`src/rtl/bearcore_bus_pkg.sv`:
```
// rtl/bearcore_bus_pkg.sv - shared encodings and default widths for the memory port arbiter
package bearcore_bus_pkg;

  localparam int DEF_AW = 32;
  localparam int DEF_DW = 32;

  typedef enum logic [1:0] {
    ST_IDLE = 2'd0,
    ST_REQ  = 2'd1,
    ST_WAIT = 2'd2
  } arb_state_e;

  typedef enum logic {
    OWN_IF = 1'b0,
    OWN_LS = 1'b1
  } owner_e;

endpackage

```
`src/rtl/mem_arb_pick.sv`:
```
// rtl/mem_arb_pick.sv - combinational IF/LS winner selection
// LS wins by default; a starved IF overrides LS when both are pending.
module mem_arb_pick (
  input  logic if_valid_i,
  input  logic ls_valid_i,
  input  logic starved_i,
  output logic grant_if_o,
  output logic grant_ls_o
);

  assign grant_ls_o = ls_valid_i & ~(if_valid_i & starved_i);
  assign grant_if_o = if_valid_i & (~ls_valid_i | starved_i);

endmodule

```
`src/rtl/mem_port_arbiter.sv`:
```
// rtl/mem_port_arbiter.sv - shares one memory port between fetch and load/store
// One outstanding transaction; the response is routed back to the owner that issued it.
module mem_port_arbiter
  import bearcore_bus_pkg::*;
#(
  parameter int AW         = DEF_AW,
  parameter int DW         = DEF_DW,
  parameter int STARVE_MAX = 4
) (
  input  logic            clk,
  input  logic            rst_n,
  input  logic            if_req_valid,
  output logic            if_req_ready,
  input  logic [AW-1:0]   if_addr,
  output logic            if_rsp_valid,
  output logic [DW-1:0]   if_rsp_data,
  input  logic            ls_req_valid,
  output logic            ls_req_ready,
  input  logic [AW-1:0]   ls_addr,
  input  logic            ls_we,
  input  logic [DW-1:0]   ls_wdata,
  input  logic [DW/8-1:0] ls_wstrb,
  output logic            ls_rsp_valid,
  output logic [DW-1:0]   ls_rsp_data,
  output logic            mem_req,
  input  logic            mem_gnt,
  output logic [AW-1:0]   mem_addr,
  output logic            mem_we,
  output logic [DW-1:0]   mem_wdata,
  output logic [DW/8-1:0] mem_wstrb,
  input  logic            mem_rvalid,
  input  logic [DW-1:0]   mem_rdata,
  output logic            busy
);

  localparam int SW = DW / 8;
  localparam int CW = $clog2(STARVE_MAX + 1);

  arb_state_e    state_q, state_d;
  owner_e        owner_q, owner_d;
  logic [AW-1:0] addr_q, addr_d;
  logic          we_q, we_d;
  logic [DW-1:0] wdata_q, wdata_d;
  logic [SW-1:0] wstrb_q, wstrb_d;
  logic [CW-1:0] starve_q, starve_d;
  logic          if_rsp_valid_q, if_rsp_valid_d;
  logic          ls_rsp_valid_q, ls_rsp_valid_d;
  logic [DW-1:0] if_rsp_data_q, if_rsp_data_d;
  logic [DW-1:0] ls_rsp_data_q, ls_rsp_data_d;

  logic grant_if, grant_ls, starved, can_accept;

  assign starved    = (starve_q == CW'(STARVE_MAX));
  // Readys are gated by rst_n so nothing is offered while reset is held.
  assign can_accept = rst_n & (state_q == ST_IDLE);

  mem_arb_pick u_pick (
    .if_valid_i (if_req_valid),
    .ls_valid_i (ls_req_valid),
    .starved_i  (starved),
    .grant_if_o (grant_if),
    .grant_ls_o (grant_ls)
  );

  always_comb begin
    state_d        = state_q;
    owner_d        = owner_q;
    addr_d         = addr_q;
    we_d           = we_q;
    wdata_d        = wdata_q;
    wstrb_d        = wstrb_q;
    starve_d       = starve_q;
    if_rsp_valid_d = 1'b0;
    ls_rsp_valid_d = 1'b0;
    if_rsp_data_d  = if_rsp_data_q;
    ls_rsp_data_d  = ls_rsp_data_q;
    case (state_q)
      ST_IDLE: begin
        if (grant_ls) begin
          state_d = ST_REQ;
          owner_d = OWN_LS;
          addr_d  = ls_addr;
          we_d    = ls_we;
          wdata_d = ls_wdata;
          wstrb_d = ls_wstrb;
          if (if_req_valid && !starved) starve_d = starve_q + CW'(1);
        end else if (grant_if) begin
          state_d  = ST_REQ;
          owner_d  = OWN_IF;
          addr_d   = if_addr;
          we_d     = 1'b0;
          wdata_d  = '0;
          wstrb_d  = '0;
          starve_d = '0;
        end
      end
      ST_REQ: begin
        if (mem_gnt) state_d = ST_WAIT;
      end
      ST_WAIT: begin
        if (mem_rvalid) begin
          state_d = ST_IDLE;
          if (owner_q == OWN_LS) begin
            ls_rsp_valid_d = 1'b1;
            ls_rsp_data_d  = we_q ? '0 : mem_rdata;
          end else begin
            if_rsp_valid_d = 1'b1;
            if_rsp_data_d  = mem_rdata;
          end
        end
      end
      default: state_d = ST_IDLE;
    endcase
  end

  always_ff @(posedge clk) begin
    if (!rst_n) begin
      state_q        <= ST_IDLE;
      owner_q        <= OWN_IF;
      addr_q         <= '0;
      we_q           <= 1'b0;
      wdata_q        <= '0;
      wstrb_q        <= '0;
      starve_q       <= '0;
      if_rsp_valid_q <= 1'b0;
      ls_rsp_valid_q <= 1'b0;
      if_rsp_data_q  <= '0;
      ls_rsp_data_q  <= '0;
    end else begin
      state_q        <= state_d;
      owner_q        <= owner_d;
      addr_q         <= addr_d;
      we_q           <= we_d;
      wdata_q        <= wdata_d;
      wstrb_q        <= wstrb_d;
      starve_q       <= starve_d;
      if_rsp_valid_q <= if_rsp_valid_d;
      ls_rsp_valid_q <= ls_rsp_valid_d;
      if_rsp_data_q  <= if_rsp_data_d;
      ls_rsp_data_q  <= ls_rsp_data_d;
    end
  end

  assign if_req_ready = can_accept & grant_if;
  assign ls_req_ready = can_accept & grant_ls;
  assign if_rsp_valid = if_rsp_valid_q;
  assign ls_rsp_valid = ls_rsp_valid_q;
  assign if_rsp_data  = if_rsp_data_q;
  assign ls_rsp_data  = ls_rsp_data_q;
  assign mem_req      = (state_q == ST_REQ);
  assign mem_addr     = addr_q;
  assign mem_we       = we_q;
  assign mem_wdata    = wdata_q;
  assign mem_wstrb    = wstrb_q;
  assign busy         = (state_q != ST_IDLE);

endmodule

```
`config.mk`:
```
export PLATFORM = sky130hd
export DESIGN_NAME = mem_port_arbiter
export DESIGN_NICKNAME = d
export VERILOG_FILES = /design/src/rtl/bearcore_bus_pkg.sv /design/src/rtl/mem_arb_pick.sv /design/src/rtl/mem_port_arbiter.sv
export SDC_FILE = /design/constraint.sdc
export NUM_CORES = 1
export LEC_CHECK = 0
export CELL_PAD_IN_SITES_DETAIL_PLACEMENT = 1
export CELL_PAD_IN_SITES_GLOBAL_PLACEMENT = 2
export CORE_AREA = 2 2 168 170
export CTS_CLUSTER_SIZE = 20
export DETAILED_ROUTE_END_ITERATION = 10
export DIE_AREA = 0 0 170 172
export PLACE_DENSITY = 0.76
export SLEW_MARGIN = 30
export SYNTH_ARGS = -nofsm -noshare
export SYNTH_HDL_FRONTEND = slang
export SYNTH_SLANG_ARGS = --single-unit
```
`constraint.sdc`:
```
create_clock -name clk -period 1.5 [get_ports clk]
set_input_delay 0.15 -clock clk [delete_from_list [all_inputs] [get_ports clk]]
set_output_delay 0.15 -clock clk [all_outputs]
set_load 0.005 [all_outputs]
```
* After elaboration in Yosys (flattened, before gate mapping)
Cells that the tools add are included.
** Storage, ports and cells
- Word-level logic and storage cells :: 60
- Bits in registers :: 141
- Input port bits :: 139
- Output and inout bits :: 139
** Operators by class
- Add/sub/neg operators :: 1
- Bitwise logic cells :: 10
- Reductions and logical operators :: 11
- Mux-type cells :: 20
- Equal/unequal tests :: 7
** Operators by type and width (count)
- two-way mux 32 bit :: 5
- AND reduction 3 bit :: 5
- two-way mux 3 bit :: 3
- two-way mux 2 bit :: 4
- two-way mux 4 bit :: 2
- AND 1 bit :: 6
- case mux 2 bit (3 select lines) :: 1
- two-way mux 1 bit :: 5
- != test 2 x 1 -> 1 bit (second input constant) :: 2
- nonzero test 2 bit :: 2
- adder 3 x 1 -> 3 bit (second input constant) :: 1
- == test 3 bit (second input constant) :: 1
- != test 3 bit (second input constant) :: 1
- inverter 1 bit :: 3
- == test 2 x 1 -> 1 bit (second input constant) :: 1
- == test 2 bit (second input constant) :: 1
- zero test 2 bit :: 1
- != test 2 bit (second input constant) :: 1
- AND reduction 2 bit :: 1
- logical AND 1 bit :: 1
- zero test 1 bit :: 1
- bitwise OR 1 bit :: 1

* Depth between registers and ports, before layout
Gate-level depths: netlist (run 1).
- Depth in word-level cells :: 6
- Gate-level depth with buffers :: 7
- Mapped depth without buffers :: 5

* By module
A second synthesis (run 1) with hierarchy kept.
** Second synthesis, totals
- Cells, all modules :: 563
- Area, all modules :: 5398.9 um^2
** By module, submodules not included
- mem_port_arbiter :: area each 5380.2 um^2, seq. area each 2822.7 um^2, cells each 560, instances 1
- mem_arb_pick :: area each 18.8 um^2, seq. area each 0.0 um^2, cells each 3, instances 1

* Worst setup path after synthesis (run 1)
Ideal clock, no wire load.
- Path type :: reg-to-reg
- Start point :: register starve_q[0]
- End point :: register addr_q[10], in the netlist mem_addr[10]
- Period minus slack after synthesis :: 1599 ps
- Setup slack :: -99 ps
- Arrival :: 1477 ps
- Required time :: 1378 ps
- Stages on the path, launching flop included :: 8
- Setup time :: 122 ps
- Path through :: dfxtp_1 -> inv_1 -> ha_1 -> nand3_1 -> buf_2 -> clkbuf_1 -> a21boi_0 -> o311a_1
** Between the ends
- Longest elaborated chain between the ends :: 6
- Elaborated cells between the ends (all ways) :: 9
- Those cells by class :: 1 x eq/ne; 1 x mux; 5 x bitwise; 2 x reduce/logical
** Ends and longest elaborated chain
- start: declaration :: line mem_port_arbiter.sv:45 : logic [CW-1:0] starve_q, starve_d;
- start signal: assignment :: line mem_port_arbiter.sv:136 : starve_q <= starve_d;
- == test 3 bit (*) :: line mem_port_arbiter.sv:53 : assign starved = (starve_q == CW'(STARVE_MAX));
- AND 1 bit :: line mem_arb_pick.sv:11 : assign grant_ls_o = ls_valid_i & ~(if_valid_i & starved_i);
- inverter 1 bit :: line mem_arb_pick.sv:11
- AND 1 bit :: line mem_arb_pick.sv:11
- nonzero test 2 bit (no source line)
- AND reduction 2 bit (no source line)
- end signal: assignment :: line mem_port_arbiter.sv:132 : addr_q <= addr_d;
- end: declaration :: line mem_port_arbiter.sv:41 : logic [AW-1:0] addr_q, addr_d;
Every way passes the cells marked *; elsewhere a longest branch is shown, timed or not.
A chain may end at the register's enable or synchronous reset.

* Final worst setup path (run 1)
- Start point :: register state_q[1]
- End point :: output port if_req_ready
** Between the ends
- Longest elaborated chain between the ends :: 3
** Ends and longest elaborated chain
- start: declaration :: line mem_port_arbiter.sv:39 : arb_state_e state_q, state_d;
- start signal: assignment :: line mem_port_arbiter.sv:130 : state_q <= state_d;
- zero test 2 bit :: line mem_port_arbiter.sv:55 : assign can_accept = rst_n & (state_q == ST_IDLE);
- AND 1 bit :: line mem_port_arbiter.sv:55
- AND 1 bit :: line mem_port_arbiter.sv:144 : assign if_req_ready = can_accept & grant_if;
- end: declaration :: line mem_port_arbiter.sv:13 : output logic if_req_ready,
No other way between the ends.

==> results of run 1 <==
-- report_power, final --
group          switching [mW]  internal, mW
combinational           0.610          1.03
sequential              0.108          3.94
clock                    1.91          2.16
-- metal layers --
layer / vias to the layer above / GRT usage, % / part of all wire [%]
met3: 12 / 4.76 / 6.8
met4: 0 / 3.49 / 0.98
met5: - / 0 / 0
met1: 2640 / 17.0 / 45
li1: 2540 / - / -
met2: 187 / 22.4 / 47
-- worst max-delay path by stage --
stage,start,to,slack (ns),depth (start not counted)
2_1_floorplan,starve_q[0],mem_addr[10],0.001,7
3_3_place_gp,if_req_valid,if_req_ready,-0.39,4
3_5_place_dp,if_req_valid,if_req_ready,-0.42,4
4_1_cts,state_q[1],if_req_ready,-0.16,3
5_1_grt,state_q[1],if_req_ready,-0.19,3
6_report,state_q[1],if_req_ready,-0.12,3
-- cells in the mapped netlist, types with 3 or more instances --
cell / instances
a21boi_0: 58
a21boi_1: 11
a22o_1: 69
and3_1: 32
buf_2: 17
clkbuf_1: 33
dfxtp_1: 141
nand2_1: 68
nor2_1: 3
o21bai_1: 32
o311a_1: 32
-- cell type report --
cell class,instances,area (um2)
Multi-Input combinational cell,331,2470
Clock buffer,17,425
Timing Repair Buffer,328,3410
Tap cell,346,433
Clock inverter,14,121
Inverter,3,11.3
Fill cell,3040,17800
Sequential cell,141,2830
-- stage by stage --
| step | utilization, % | total power, mW | hold WS [ns] | instances | setup WS [ns] |
|---|---|---|---|---|---|
| floorplan | - | 4.69 | 0.275 | 528 | 0.00105 |
| global placement | 31.8 | 5.73 | 0.442 | 1133 | -0.394 |
| detailed placement | 31.8 | 5.75 | 0.446 | 1133 | -0.424 |
| CTS | 34.0 | 9.95 | 0.0381 | 1165 | -0.158 |
| global route | 35.3 | 10.3 | 0.0475 | 1180 | -0.188 |
| finish | 35.3 | 9.77 | 0.0522 | 1180 | -0.115 |
-- logic make-up (layout without fill, tap and decap cells) --
logic type / count (synthesis) / in the layout / synth area share, %
AOI/OAI and AO/OA: 208 / 208 / 31.9
adders and majority gates: 2 / 2 / 0.463
buffers and inverters: 56 / 362 / 4.38
DFF: 141 / 141 / 52.2
and+or+nand+nor: 121 / 121 / 11.0
-- state kept, by name, summed over array words and instances, names as in the netlist --
register      flops
if_rsp_data      32
mem_wdata        32
mem_addr         32
owner_q           1
mem_wstrb         4
starve_q          3
ls_rsp_data      32
if_rsp_valid      1
ls_rsp_valid      1
state_q           2
mem_we            1
-- timing repair --
item,4_1_cts,5_1_grt
endpoints found under the setup margin,69,108
pin swaps,2,7
cloned,0,10
resized for setup,37,31
buffers inserted,2,5
==> key figures, run 1 <==
STA
  – Final slew viol count: 0
  – Slew of the pin with the lowest slew margin: 0.345 ns
  – Final Hold Fails: 0
  – Worst setup margin: -0.115 ns
  – Worst slew margin: 77.0%
  – Unrepaired setup endpoints after global routing: true
  – Setup TNS: -0.489 ns
  – Final-report setup violation count: 16
  – Fin crit period: 1.62 ns
  – Fin crit share: 108%
  – Max Fclk: 0.619 GHz
  – Worst Skew: 0.0111 ns

Yosys
  – Netlist cell types: 35
  – Most common flop cell mapped by yosys: dfxtp_1
  – Post-synth ARST share: 0%
  – #FFs+latches synth: 141
  – Area leader, netlist: dfxtp_1
  – Post-synth top area share: 52.2%
  – Synthesized Nets: 669
  – Synth Cell Area: 5400 um2
  – Synth area leaders: dfxtp_1, a22o_1, a21boi_0, o311a_1, nand2_1
  – Average size of a mapped cell: 10.2 um2
  – Synth Instances: 528
  – Post-synth EDFFs: 0
  – Ys Warns: 0
  – Sequential area share after synthesis: 52.2%

Drt
  – Vias: 5379
  – DR vias/cell: 4.56
  – Final WL: 21.7 mm
  – TritonRoute pass-1 iters: 4
  – DR WL/cell: 18.4 um
  – Post-route ant nets: 0
  – Drt initial violations: 236
  – DR DRC count: 0

Cells and area
  – Commonest non-fill, non-tap cell in the layout: clkdlybuf4s50_1
  – Commonest cells after routing, fill and taps aside: clkdlybuf4s50_1, dfxtp_1, a22o_1, nand2_1, a21boi_0
  – Final nets: 963
  – Area growth from synthesis to layout: 79.5%
  – Antenna Cells: 0
  – Share of cells above drive strength 1: 14.3%
  – Design Area, Final: 9700 um2

Die
  – Core area: 27500 um2
  – Die Wd: 170 um
  – Initial Utilization: 19.7%
  – Row count: 61
  – Die Height: 172 um
  – Die Footprint: 29200 um2
  – IO Pins: 278

Clock network
  – Worst-path clk slew: 0.07 ns
  – Total CTS buffers: 17
  – Post-CTS Hold Buffers: 0
  – H-tree depth: 4
  – Clock latency at the later pin of the worst-skew pair: 0.42 ns
  – Clock Path Buffers: 2
  – Root Driver: clkbuf_16
  – CTS Sinks: 141
  – CTS tree: built

Placed design
  – Final HPWL DP: 14.2 mm
  – RePlAce Congestion: 0.685
  – Placed cell area: 8740 um2
  – Port buffer count: 277

Critical path
  – CP peak stage delay: 0.40 ns
  – Worst Setup End Kind: output port
  – CP delay by family, top: simple AND/OR/NAND/NOR gates
  – Arr. time, crit path: 1.47 ns
  – Type of origin of the critical path: flip-flop
  – Worst-path cell chain: or3b_4, nor3b_2, buf_2
  – CP max-delay cell: or3b_4
  – WS Path Type: reg2out
  – WP buf/inv: 1
  – FF-to-FF Start: starve_q[1]
  – Flop2flop setup slack: -0.04 ns
  – Crit Path Max Fanout: 3
  – Req. time, crit path: 1.35 ns
  – Worst r2r dst: mem_addr[15]
  – Reg2Reg Depth: 7

Global routing
  – First-pass GRT wire length: 30.9 mm
  – Tot GR Track Use: 13.6%
  – Largest net degree at the start of global routing: 57
  – Antenna violations before repair: 0
  – Overflow after GRT: 0
  – Vias in the first global route: 5431

Hold path
  – Hold path endpoint: mem_addr[12]
  – WHS Path Cells: 2
  – Min-delay src: rst_n
  – Hold/Removal Path Class: in2reg

Pwr
  – Power Dens Cells: 1010 nW/um2
  – Maximum vdd drop: 0.583 mV
  – Leak pwr: 3.80 nW

Run
  – MaxCap Viol Count: 0

Run status
  – Failing checks: negative setup slack
  – Status: finished, violations left
No activity file was read; power rests on OpenSTA's default activity.
==> inputs of run 2 (changes only) <==
- ABC_AREA: not set -> 1
- CELL_PAD_IN_SITES_GLOBAL_PLACEMENT: 2 -> 1
- CORE_AREA: 2 2 168 170 -> 2 2 156 158
- DIE_AREA: 0 0 170 172 -> 0 0 158 160
- PLACE_DENSITY: 0.76 -> 0.74
==> run 2 against run 1 <==
Compared with the run above: the run still ends with negative setup slack left; setup slack better by 0.10 ns; global-route usage increased by 2.8 points; synthesized area up 7.7%; hold slack better by 0.056 ns; register-to-register slack improved by 0.16 ns; critical path depth increased by 3; sequential cell count stayed put; die area shrank 14%; routed wire length fell by 2.5%; non-clock buffer count down 4; synthesized cell count rose by 58%.
==> key figures, run 2 <==
Placed design
  – RePlAce Congestion: 0.817
  – Final HPWL DP: 15.4 mm
  – Port buffer count: 277
  – Pre-CTS WS: -0.184 ns
  – Dpl cells: 1421
  – Placed cell area: 9160 um2

Yosys
  – Synth Area in Compound Gates: 6.26%
  – Synth top cells by count: nand2_1, dfxtp_1, nand3_1
  – Xor/xnor share of the synthesized area: 0.151%
  – Simple-Gate Fraction of Synth Area: 33.1%
  – Mux cell area share after synthesis: 0%
  – Adder-Cell Fraction of Synth Area: 0.430%
  – Count leader, synth: nand2_1
  – Post-synth top area share: 48.5%
  – Area leader, netlist: dfxtp_1
  – Post-synth EDFFs: 0
  – Sequential area share after synthesis: 48.5%
  – Average size of a mapped cell: 6.97 um2
  – Ys Warns: 0
  – Synth Cell Area: 5820 um2
  – Synth Instances: 835
  – Most common flop cell mapped by yosys: dfxtp_1
  – Synth area leaders: dfxtp_1, nand2_1, nand3_1, nor2_1, inv_1
  – Netlist cell types: 21
  – Largest family of logic cells by synthesized area: simple AND/OR/NAND/NOR gates
  – #FFs+latches synth: 141
  – Synthesized Nets: 976
  – Post-synth ARST share: 0%

Global routing
  – Tot GR Track Use: 16.4%
  – First-pass GRT wire length: 32.9 mm
  – Routing usage on met3: 5.83%
  – Overflow after GRT: 0
  – Met1 GRT Util: 19.2%
  – Vias in the first global route: 6297
  – Antenna violations before repair: 0
  – GRT busiest layer: met2
  – GR Util met2: 28.4%
  – Largest net degree at the start of global routing: 98

Cells and area
  – Post-Layout Cell Count: 1460
  – Final design utilization: 41.6%
  – Design Area, Final: 9910 um2
  – Commonest non-fill, non-tap cell in the layout: clkdlybuf4s50_1
  – Area growth from synthesis to layout: 70.4%
  – Commonest cells after routing, fill and taps aside: clkdlybuf4s50_1, nand2_1, dfxtp_1, nand3_1, nor2_1
  – Share of cells above drive strength 1: 9.42%
  – Antenna Cells: 0
  – Final nets: 1265

Drt
  – Final WL: 21.2 mm
  – DR DRC count: 0
  – Vias: 6274
  – Drt initial violations: 149
  – DR vias/cell: 4.30
  – DR WL/cell: 14.5 um
  – TritonRoute pass-1 iters: 4
  – Post-route ant nets: 0

Pwr
  – Leak pwr: 4.51 nW
  – Power Dens Cells: 1070 nW/um2
  – Maximum vdd drop: 0.554 mV
  – Final Total Pwr: 10.6 mW

STA
  – Slew of the pin with the lowest slew margin: 0.418 ns
  – Final Hold Fails: 0
  – Fin crit share: 101%
  – Hold Slack: 0.108 ns
  – Final slew viol count: 0
  – Final-report setup violation count: 2
  – Worst Skew: 0.0102 ns
  – Unrepaired setup endpoints after global routing: true
  – Worst slew margin: 72.1%
  – Max Fclk: 0.660 GHz
  – Fin crit period: 1.51 ns
  – Setup TNS: -0.0156 ns
  – Worst setup margin: -0.0149 ns

Critical path
  – Reg2Reg Depth: 8
  – Req. time, crit path: 1.35 ns
  – Flop2flop setup slack: 0.12 ns
  – Type of origin of the critical path: flip-flop
  – FF-to-FF Start: starve_q[1]
  – WP buf/inv: 2
  – Worst r2r dst: mem_addr[23]
  – CP delay by family, top: flip-flops
  – WS Path Type: reg2out
  – Crit path to: ls_req_ready
  – Worst-path cell chain: inv_2, ha_4, nand3_4, nand2_4, nor2_4, clkbuf_2
  – Critical path origin: starve_q[1]
  – CP max-delay cell: dfxtp_2
  – Critical Path Stages: 6
  – CP peak stage delay: 0.33 ns
  – Crit Path Max Fanout: 3
  – Arr. time, crit path: 1.36 ns
  – Worst Setup End Kind: output port

Clock network
  – CTS tree: built
  – Total CTS buffers: 17
  – Clock latency at the later pin of the worst-skew pair: 0.41 ns
  – CTS Sinks: 141
  – Root Driver: clkbuf_16
  – Worst-path clk slew: 0.06 ns
  – H-tree depth: 4
  – Clock Path Buffers: 2

Run status
  – Status: finished, violations left
  – Failing checks: negative setup slack

Die
  – IO Pins: 278
  – Row count: 57
  – Initial Utilization: 24.4%
  – Die Height: 160 um
  – Die Wd: 158 um
  – Core area: 23800 um2
  – Die Footprint: 25300 um2

Run
  – MaxCap Viol Count: 0

Hold path
  – Hold/Removal Path Class: in2reg
-- run 2: changes by cell type after synthesis, sizes merged, moves of 12 or more --
cell,delta
buf,+13
clkbuf,-12
a21boi,-69
inv,+104
o311a,-32
o21bai,-31
nand3,+135
and3,-32
nor2,+103
a22o,-69
o21ai,+33
nand2,+148
a21oi,+34
-- run 2: final cells by class --
type | count | area, um2
sequential | 141 | 2830
fill | 2951 | 13900
clock inverter | 13 | 215
timing repair buffer | 324 | 3260
clock buffer | 18 | 429
inverter | 107 | 402
tap | 324 | 405
multi-input combinational | 533 | 2380
-- run 2: where the power goes --
part	switching [mW]	total, mW	internal [mW]
clock network	1.73	4.70	2.96
registers	0.113	4.07	3.96
logic	0.806	1.84	1.03
-- run 2: worst register-to-register path, delay by kind of cell (launching register included) --
| kind | cells | cell delay, ns |
|---|---|---|
| adder cells (fa/ha/maj) | 1 | 0.17 |
| AND/OR/NAND/NOR | 4 | 0.41 |
| buffers and inverters | 3 | 0.42 |
| flip-flops | 1 | 0.33 |
-- run 2: worst min-delay path by stage --
stage             startpoint            end  depth (start not counted)
2_1_floorplan    ls_wdata[0]   mem_wdata[0]                          2
6_report               rst_n  mem_wdata[13]                          3
3_5_place_dp   mem_wdata[13]  mem_wdata[13]                          2
5_1_grt                rst_n  mem_wdata[11]                          3
4_1_cts                rst_n  mem_wdata[13]                          3
3_3_place_gp   mem_wdata[28]  mem_wdata[28]                          2
-- run 2: repair_timing --
item,CTS,global route
endpoints found under the hold margin,0,0
setup endpoints to repair,5,12
buffers inserted,2,6
hold buffers,0,0
gates resized for setup,19,16
pin swaps,2,4
-- run 2: cell families (layout without fill, tap and decap cells) --
group | Yosys count | in the layout
buffers and inverters | 161 | 462
flip-flops | 141 | 141
AND/OR/NAND/NOR | 460 | 460
XOR/XNOR | 1 | 1
AO/OA/AOI/OAI | 70 | 70
adder cells (fa/ha/maj) | 2 | 2
-- run 2: layer usage --
layer | up-vias | wire length (um)
li1 | 3155 | -
met1 | 2921 | 8920
met2 | 181 | 10400
met3 | 17 | 1630
met4 | 0 | 279
met5 | - | 0
==> inputs of run 3 (changes only) <==
- PLACE_DENSITY: 0.74 -> not set
- PLACE_DENSITY_LB_ADDON: not set -> 0.1
==> run 3 against run 2 <==
Compared with the run above: the flow still finishes with violations (negative setup slack); clock skew barely moved; clock power fell by 7.7%; critical path depth is the same; first-iteration DRC count up 59%; sequential share of layout area is 0.12 points higher; power shrank 3.4%; non-clock buffer count decreased by 7; routed wire length shrank 1.9%; critical endpoint unchanged; highest routed layer unchanged.
==> key figures, run 3 (synthesis gave the netlist of run 2 again) <==
Global routing
  – First-pass GRT wire length: 33.0 mm
  – Tot GR Track Use: 16.6%
  – Vias in the first global route: 6116
  – Antenna violations before repair: 0
  – GR Util met2: 26.9%
  – Largest net degree at the start of global routing: 102
  – Met1 GRT Util: 20.5%
  – GRT busiest layer: met2
  – Routing usage on met3: 6.49%
  – Overflow after GRT: 0

STA
  – Final Hold Fails: 0
  – Fin crit period: 1.52 ns
  – Hold Slack: 0.0507 ns
  – Final slew viol count: 0
  – Slew of the pin with the lowest slew margin: 0.465 ns
  – Unrepaired setup endpoints after global routing: true
  – Worst slew margin: 69.0%
  – Final-report setup violation count: 1
  – Setup TNS: -0.0172 ns
  – Fin crit share: 101%
  – Worst setup margin: -0.0172 ns
  – Worst Skew: 0.0103 ns
  – Max Fclk: 0.659 GHz

Cells and area
  – Commonest cells after routing, fill and taps aside: clkdlybuf4s50_1, nand2_1, dfxtp_1, nand3_1, nor2_1
  – Area growth from synthesis to layout: 69.7%
  – Antenna Cells: 0
  – Design Area, Final: 9870 um2
  – Commonest non-fill, non-tap cell in the layout: clkdlybuf4s50_1
  – Post-Layout Cell Count: 1452
  – Fillers: 2930
  – Share of cells above drive strength 1: 8.87%
  – Final nets: 1258

Drt
  – DR DRC count: 0
  – DR vias/cell: 4.19
  – DR WL/cell: 14.3 um
  – Final WL: 20.8 mm
  – TritonRoute pass-1 iters: 4
  – Drt initial violations: 237
  – Post-route ant nets: 0
  – Vias: 6088

Placed design
  – Dpl cells: 1421
  – Final HPWL DP: 15.0 mm
  – Port buffer count: 277
  – RePlAce Congestion: 0.729
  – Placed cell area: 9200 um2

Pwr
  – Maximum vdd drop: 0.583 mV
  – Final Total Pwr: 10.2 mW
  – Leak pwr: 4.66 nW
  – Power Dens Cells: 1040 nW/um2

Critical path
  – WS Path Type: reg2out
  – Arr. time, crit path: 1.37 ns
  – Worst r2r dst: mem_addr[23]
  – Req. time, crit path: 1.35 ns
  – Worst Setup End Kind: output port
  – Type of origin of the critical path: flip-flop
  – FF-to-FF Start: starve_q[1]
  – Flop2flop setup slack: 0.13 ns
  – Reg2Reg Depth: 8
  – Crit Path Max Fanout: 2

Die
  – Initial Utilization: 24.4%
  – Row count: 57
  – IO Pins: 278
  – Die Footprint: 25300 um2
  – Die Wd: 158 um
  – Die Height: 160 um
  – Core area: 23800 um2

Clock network
  – CTS tree: built
  – Total CTS buffers: 17
  – H-tree depth: 4
  – CTS Sinks: 141
  – Clock Path Buffers: 2
  – Worst-path clk slew: 0.06 ns
  – Root Driver: clkbuf_16
  – Post-CTS Hold Buffers: 0
  – Clock latency at the later pin of the worst-skew pair: 0.42 ns

Run status
  – Failing checks: negative setup slack
  – Status: finished, violations left

Hold path
  – Hold path endpoint: owner_q
  – Min-delay src: rst_n
  – WHS Path Cells: 3
  – Hold/Removal Path Class: in2reg

Run
  – MaxCap Viol Count: 0
==> run 3: final cells by class <==
cell class | instances | area [um2] | share of cell area, %
Multi-Input combinational cell | 533 | 2380 | 24.1
Timing Repair Buffer | 317 | 3270 | 33.1
Sequential cell | 141 | 2830 | 28.7
Clock buffer | 17 | 425 | 4.31
Inverter | 107 | 402 | 4.07
Clock inverter | 13 | 166 | 1.69
Tap cell | 324 | 405 | 4.11
==> run 3: worst max-delay path by stage <==
stage	slack (ns)	end	start	cells after the start
final	-0.02	ls_req_ready	starve_q[1]	6
after global routing	-0.1	if_req_ready	starve_q[0]	7
after CTS	-0.16	ls_req_ready	starve_q[0]	6
after detailed placement	-0.18	if_req_ready	if_req_valid	6
after global placement	-0.16	if_req_ready	if_req_valid	6
after floorplan	0.16	mem_we	starve_q[0]	9
==> run 3: worst max-delay path, cell delays in order (launching register included) <==
cell and delay (ns):
dfxtp_2 0.33, inv_2 0.05, ha_4 0.17, nand3_4 0.08, nand2_4 0.06, nor2_4 0.14
clkbuf_2 0.12
==> run 3: report_power, final <==
part	internal (mW)	switching [mW]	leakage, nW	total [mW]
clock network	2.61	1.73	0.282	4.34
registers	3.96	0.110	1.15	4.07
logic	1.05	0.791	3.23	1.84
==> run 3: repair_timing <==
action                                  CTS  global route
resized for setup                        19            30
endpoints found under the setup margin    7            50
pin swaps                                 3             4
setup buffers                             1             0
==> run 3: layer usage <==
metal | vias to the layer above | wire length (um)
li1 | 3150 | -
met3 | 23 | 1720
met5 | - | 0
met4 | 0 | 302
met2 | 182 | 9610
met1 | 2733 | 9160
==> run 3: per-stage QoR <==
stage / setup WS [ns] / utilization [%]
floorplan: 0.160 / -
global placement: -0.160 / 38.6
detailed placement: -0.180 / 38.6
CTS: -0.159 / 41.2
global route: -0.0958 / 41.4
finish: -0.0172 / 41.4
==> variant 1: new RTL, flow settings as in run 1 <==
Encoding of `arb_state_e`: now one-hot (3 bits for 3 states).
--- a/src/rtl/bearcore_bus_pkg.sv
+++ b/src/rtl/bearcore_bus_pkg.sv
@@ -6,6 +6,6 @@
 
-  typedef enum logic [1:0] {
-    ST_IDLE = 2'd0,
-    ST_REQ  = 2'd1,
-    ST_WAIT = 2'd2
+  typedef enum logic [2:0] {
+    ST_IDLE = 3'b001,
+    ST_REQ  = 3'b010,
+    ST_WAIT = 3'b100
   } arb_state_e;
Formal check against the unedited RTL: no difference found for any inputs over 4 cycles, from zero or initial values and one cycle with rst_n low; so few cycles prove little.
==> variant 1 against run 1 <==
- the flow still finishes with violations (setup timing)
- non-clock buffer count is 1 lower
- largest power group unchanged
- clock skew is 0.0040 ns higher
- wire length is 12% higher
- setup slack better by 0.051 ns
- sequential cell count is 1 higher
- total power is 8.6% higher
- area after synthesis is 13% higher
- design area is 5.6% higher
- first-iteration DRC count is 56% higher
==> variant 1: results (changes against run 1) <==
metric	value	unit	change
grt_max_degree	73		+28%
regToRegEndpoint	mem_addr[23]		
failed_checks	setup timing		
routed-wl-met2	11350	um	+11%
crit_path_top_delay_cell	o311a_1		
drive_gt1_frac	0.1245		-0.01820
dpl-instance-area	9389	sq um	+7.4%
post_cts_buffers	3		+1
gp_congestion	0.7009		+2.4%
crit_fanout	21		+18
met1_usage	0.1980		+0.02773
setup-tns-final	-1.601	ns	-1.112 ns
syn_nets	843		+26%
vias	6464		+20%
wl_per_cell	18.42	um	about the same
setup_violations	49		+33
hold_path_end	mem_addr[5]		
m1WireLength	10780	um	+9.8%
setup_ws	-0.06403	ns	+0.05122 ns
holdPathStages	3		+1
dp_hpwl	15410	um	+8.2%
use_met2	0.2499		+0.02626
viasPerCell	4.875		+6.9%
fin_skew	0.01514	ns	+0.004041 ns
drtIter0Drc	368		+56%
layout.nets	1108		+15%
ys_types	38		+8.6%
synthAdderAreaFrac	0.004087		-0.0005441
met3_length	2055	um	+40%
status	complete, but fails checks		
grt_usage	0.1570		+0.02090
==> variant 1: changes by cell type in the layout (fill, tap and decap cells not counted), moves of 9 or more <==
cell      delta
o22ai_1     +37
a22o_1      -69
o21ai_1     +16
nand4b_1    +32
a21boi_0    -24
buf_4        +9
nand3_1     +31
a21boi_1    -13
and3_4      -10
nand2_1     +10
a21oi_2     +13
and3_1      +10
o21ai_0     +50
a21oi_1     +56
==> variant 1: final cells by class <==
class | count | area (sq um)
Clock buffer | 19 | 442.9
Clock inverter | 13 | 155.1
Fill cell | 3161 | 17240
Inverter | 6 | 25.02
Multi-Input combinational cell | 473 | 2982
Sequential cell | 142 | 2850
Tap cell | 346 | 432.9
Timing Repair Buffer | 327 | 3353
==> variant 1: report_power, final <==
| group | switching, uW | leakage, uW | internal, uW |
|---|---|---|---|
| sequential | 117 | 0.00116 | 3990 |
| clock | 1860 | 0.000288 | 2540 |
| combinational | 922 | 0.00242 | 1180 |
==> variant 2: new RTL, config.mk and constraints of run 1 <==
Without the edit above. Set the parameter `STARVE_MAX` to 8 (it was 4).
--- a/src/rtl/mem_port_arbiter.sv
+++ b/src/rtl/mem_port_arbiter.sv
@@ -7,3 +7,3 @@
   parameter int DW         = DEF_DW,
-  parameter int STARVE_MAX = 4
+  parameter int STARVE_MAX = 8
 ) (
Behaviour: same outputs for any inputs over 4 cycles, from zero or initial values and one cycle with rst_n low; that may be too few to reach the edited logic, so the function may still have changed.
==> variant 2 against run 1 <==
- the flow still finishes with violations (setup timing)
- sequential cell count rose by 1
- clock skew is 0.0026 ns higher
- register-to-register slack got worse by 0.26 ns
- setup slack lost 0.18 ns
- total power increased by 4.3%
- design area grew 2.3%
- clock power is 8.1% higher
- area after synthesis increased by 1.2%
- wire length decreased by 2.4%
- critical path type is now reg2reg
==> variant 2: results (changes against run 1) <==
metric	value	unit	change
netSwitchingFraction	0.2599		-0.009223
ys_warn_count	0		unchanged
holdWs	0.2467	ns	+0.1946 ns
synthAdderAreaFrac	0.004578		-0.00005299
hold_path_end	starve_q[1]		
setup_violations	70		+54
regToRegEndpoint	mem_addr[1]		
grt_pass1_wl	32090	um	+3.7%
dp_hpwl	14230	um	-0.11%
htreeDepth	4		unchanged
yosys-top-cells-area	dfxtp_1, a22o_1, o311a_1		
drive_gt1_frac	0.1718		+0.02908
grt_max_degree	65		+14%
ff2ff_path_depth	9		+2
crit_fanout	6		+3
status	complete, but fails checks		
setup_ws	-0.2953	ns	-0.1800 ns
cp_top_family	buffers and inverters		
synth_compound_area_frac	0.3003		-0.01853
ys_types	37		+5.7%
worstHoldStart	ls_req_valid		
wl_per_cell	17.73	um	-3.7%
syn_nets	681		+1.8%
r2r-start	starve_q[0]		
m1WireLength	9232	um	-6.0%
portBuffers	277		unchanged
crit_path_top_delay_cell	dfxtp_2		
top_layer	met5		
timing_max_transition_violations_final	0		unchanged
wl	21220	um	-2.4%
cpPeakStageDelay	0.33	ns	-0.07 ns
antenna_found_initial	3		+3
synth_mux_area_frac	0		unchanged
dpl-instance-area	8835	sq um	+1.0%
grt_pass1_vias	5571		+2.6%
synth-xor-area-share	0		unchanged
min_path_type	in2reg		
ys_seq_area_frac	0.5200		-0.002316
vias	5385		+0.11%
routed-wl-met2	10020	um	-2.0%
synth_common_cells	dfxtp_1, a22o_1, nand2_1, a21oi_1, and3_1		
fin_skew	0.01365	ns	+0.002551 ns
worst_slew_pin_slew	0.4566	ns	+0.1115 ns
grt_usage	0.1422		+0.006124
arrival	2.10	ns	+0.63 ns
gp_congestion	0.7005		+2.3%
holdPathStages	4		+2
failed_checks	setup timing		
p_leak	0.003824	uW	+0.72%
met3_length	1765	um	+20%
drtIter0Drc	178		-25%
preCtsSetupSlack	-0.8797	ns	-0.4558 ns
irDropWorstVdd	525.7	uV	-9.8%
setup-tns-final	-9.943	ns	-9.455 ns
layout.nets	978		+1.6%
synthesis.instances	540		+2.3%
place_inst	1148		+1.3%
variant 2: worst reg2reg max path, cell delays in order (launching register included):
cell       delay, ns
dfxtp_2         0.33
inv_2           0.07
ha_4            0.13
buf_4           0.10
nand4b_1        0.13
buf_6           0.18
buf_12          0.15
clkbuf_16       0.16
and3_4          0.17
o311a_1         0.28
variant 2: power groups by stage:
stage | clock network [uW] | logic (uW) | registers, uW
floorplan | 0 | 577 | 4160
global placement | 0 | 1630 | 4150
detailed placement | 0 | 1630 | 4150
CTS | 4590 | 1710 | 4070
global route | 4740 | 1830 | 4100
finish | 4410 | 1700 | 4070
variant 2: what timing repair did:
action	in CTS	in global routing
endpoints found under the setup margin	76	84
hold buffers	0	0
pin swaps	22	8
resized for setup	73	29
cloned	5	1
setup buffers	20	3
variant 2: worst max path at each step:
| stage | startpoint | to | slack, ns |
|---|---|---|---|
| 2_1_floorplan | starve_q[0] | mem_wdata[0] | -0.007 |
| 6_report | starve_q[0] | mem_addr[1] | -0.30 |
| 4_1_cts | starve_q[1] | if_req_ready | -0.33 |
| 3_5_place_dp | if_req_valid | if_req_ready | -0.88 |
| 5_1_grt | starve_q[0] | mem_addr[18] | -0.36 |
| 3_3_place_gp | if_req_valid | if_req_ready | -0.91 |
variant 2: area by class of cell:
class | count | area [sq um]
fill | 3039 | 17550
timing repair buffer | 333 | 3483
sequential | 142 | 2849
multi-input combinational | 339 | 2539
tap | 346 | 432.9
clock buffer | 17 | 425.4
clock inverter | 15 | 176.4
inverter | 4 | 20.02
antenna | 1 | 2.502
variant 2: layer usage:
layer / up-vias / GRT usage
li1: 2590 / -
met1: 2610 / 0.1702
met2: 172 / 0.2389
met3: 11 / 0.05379
met4: 2 / 0.03976
met5: - / 0
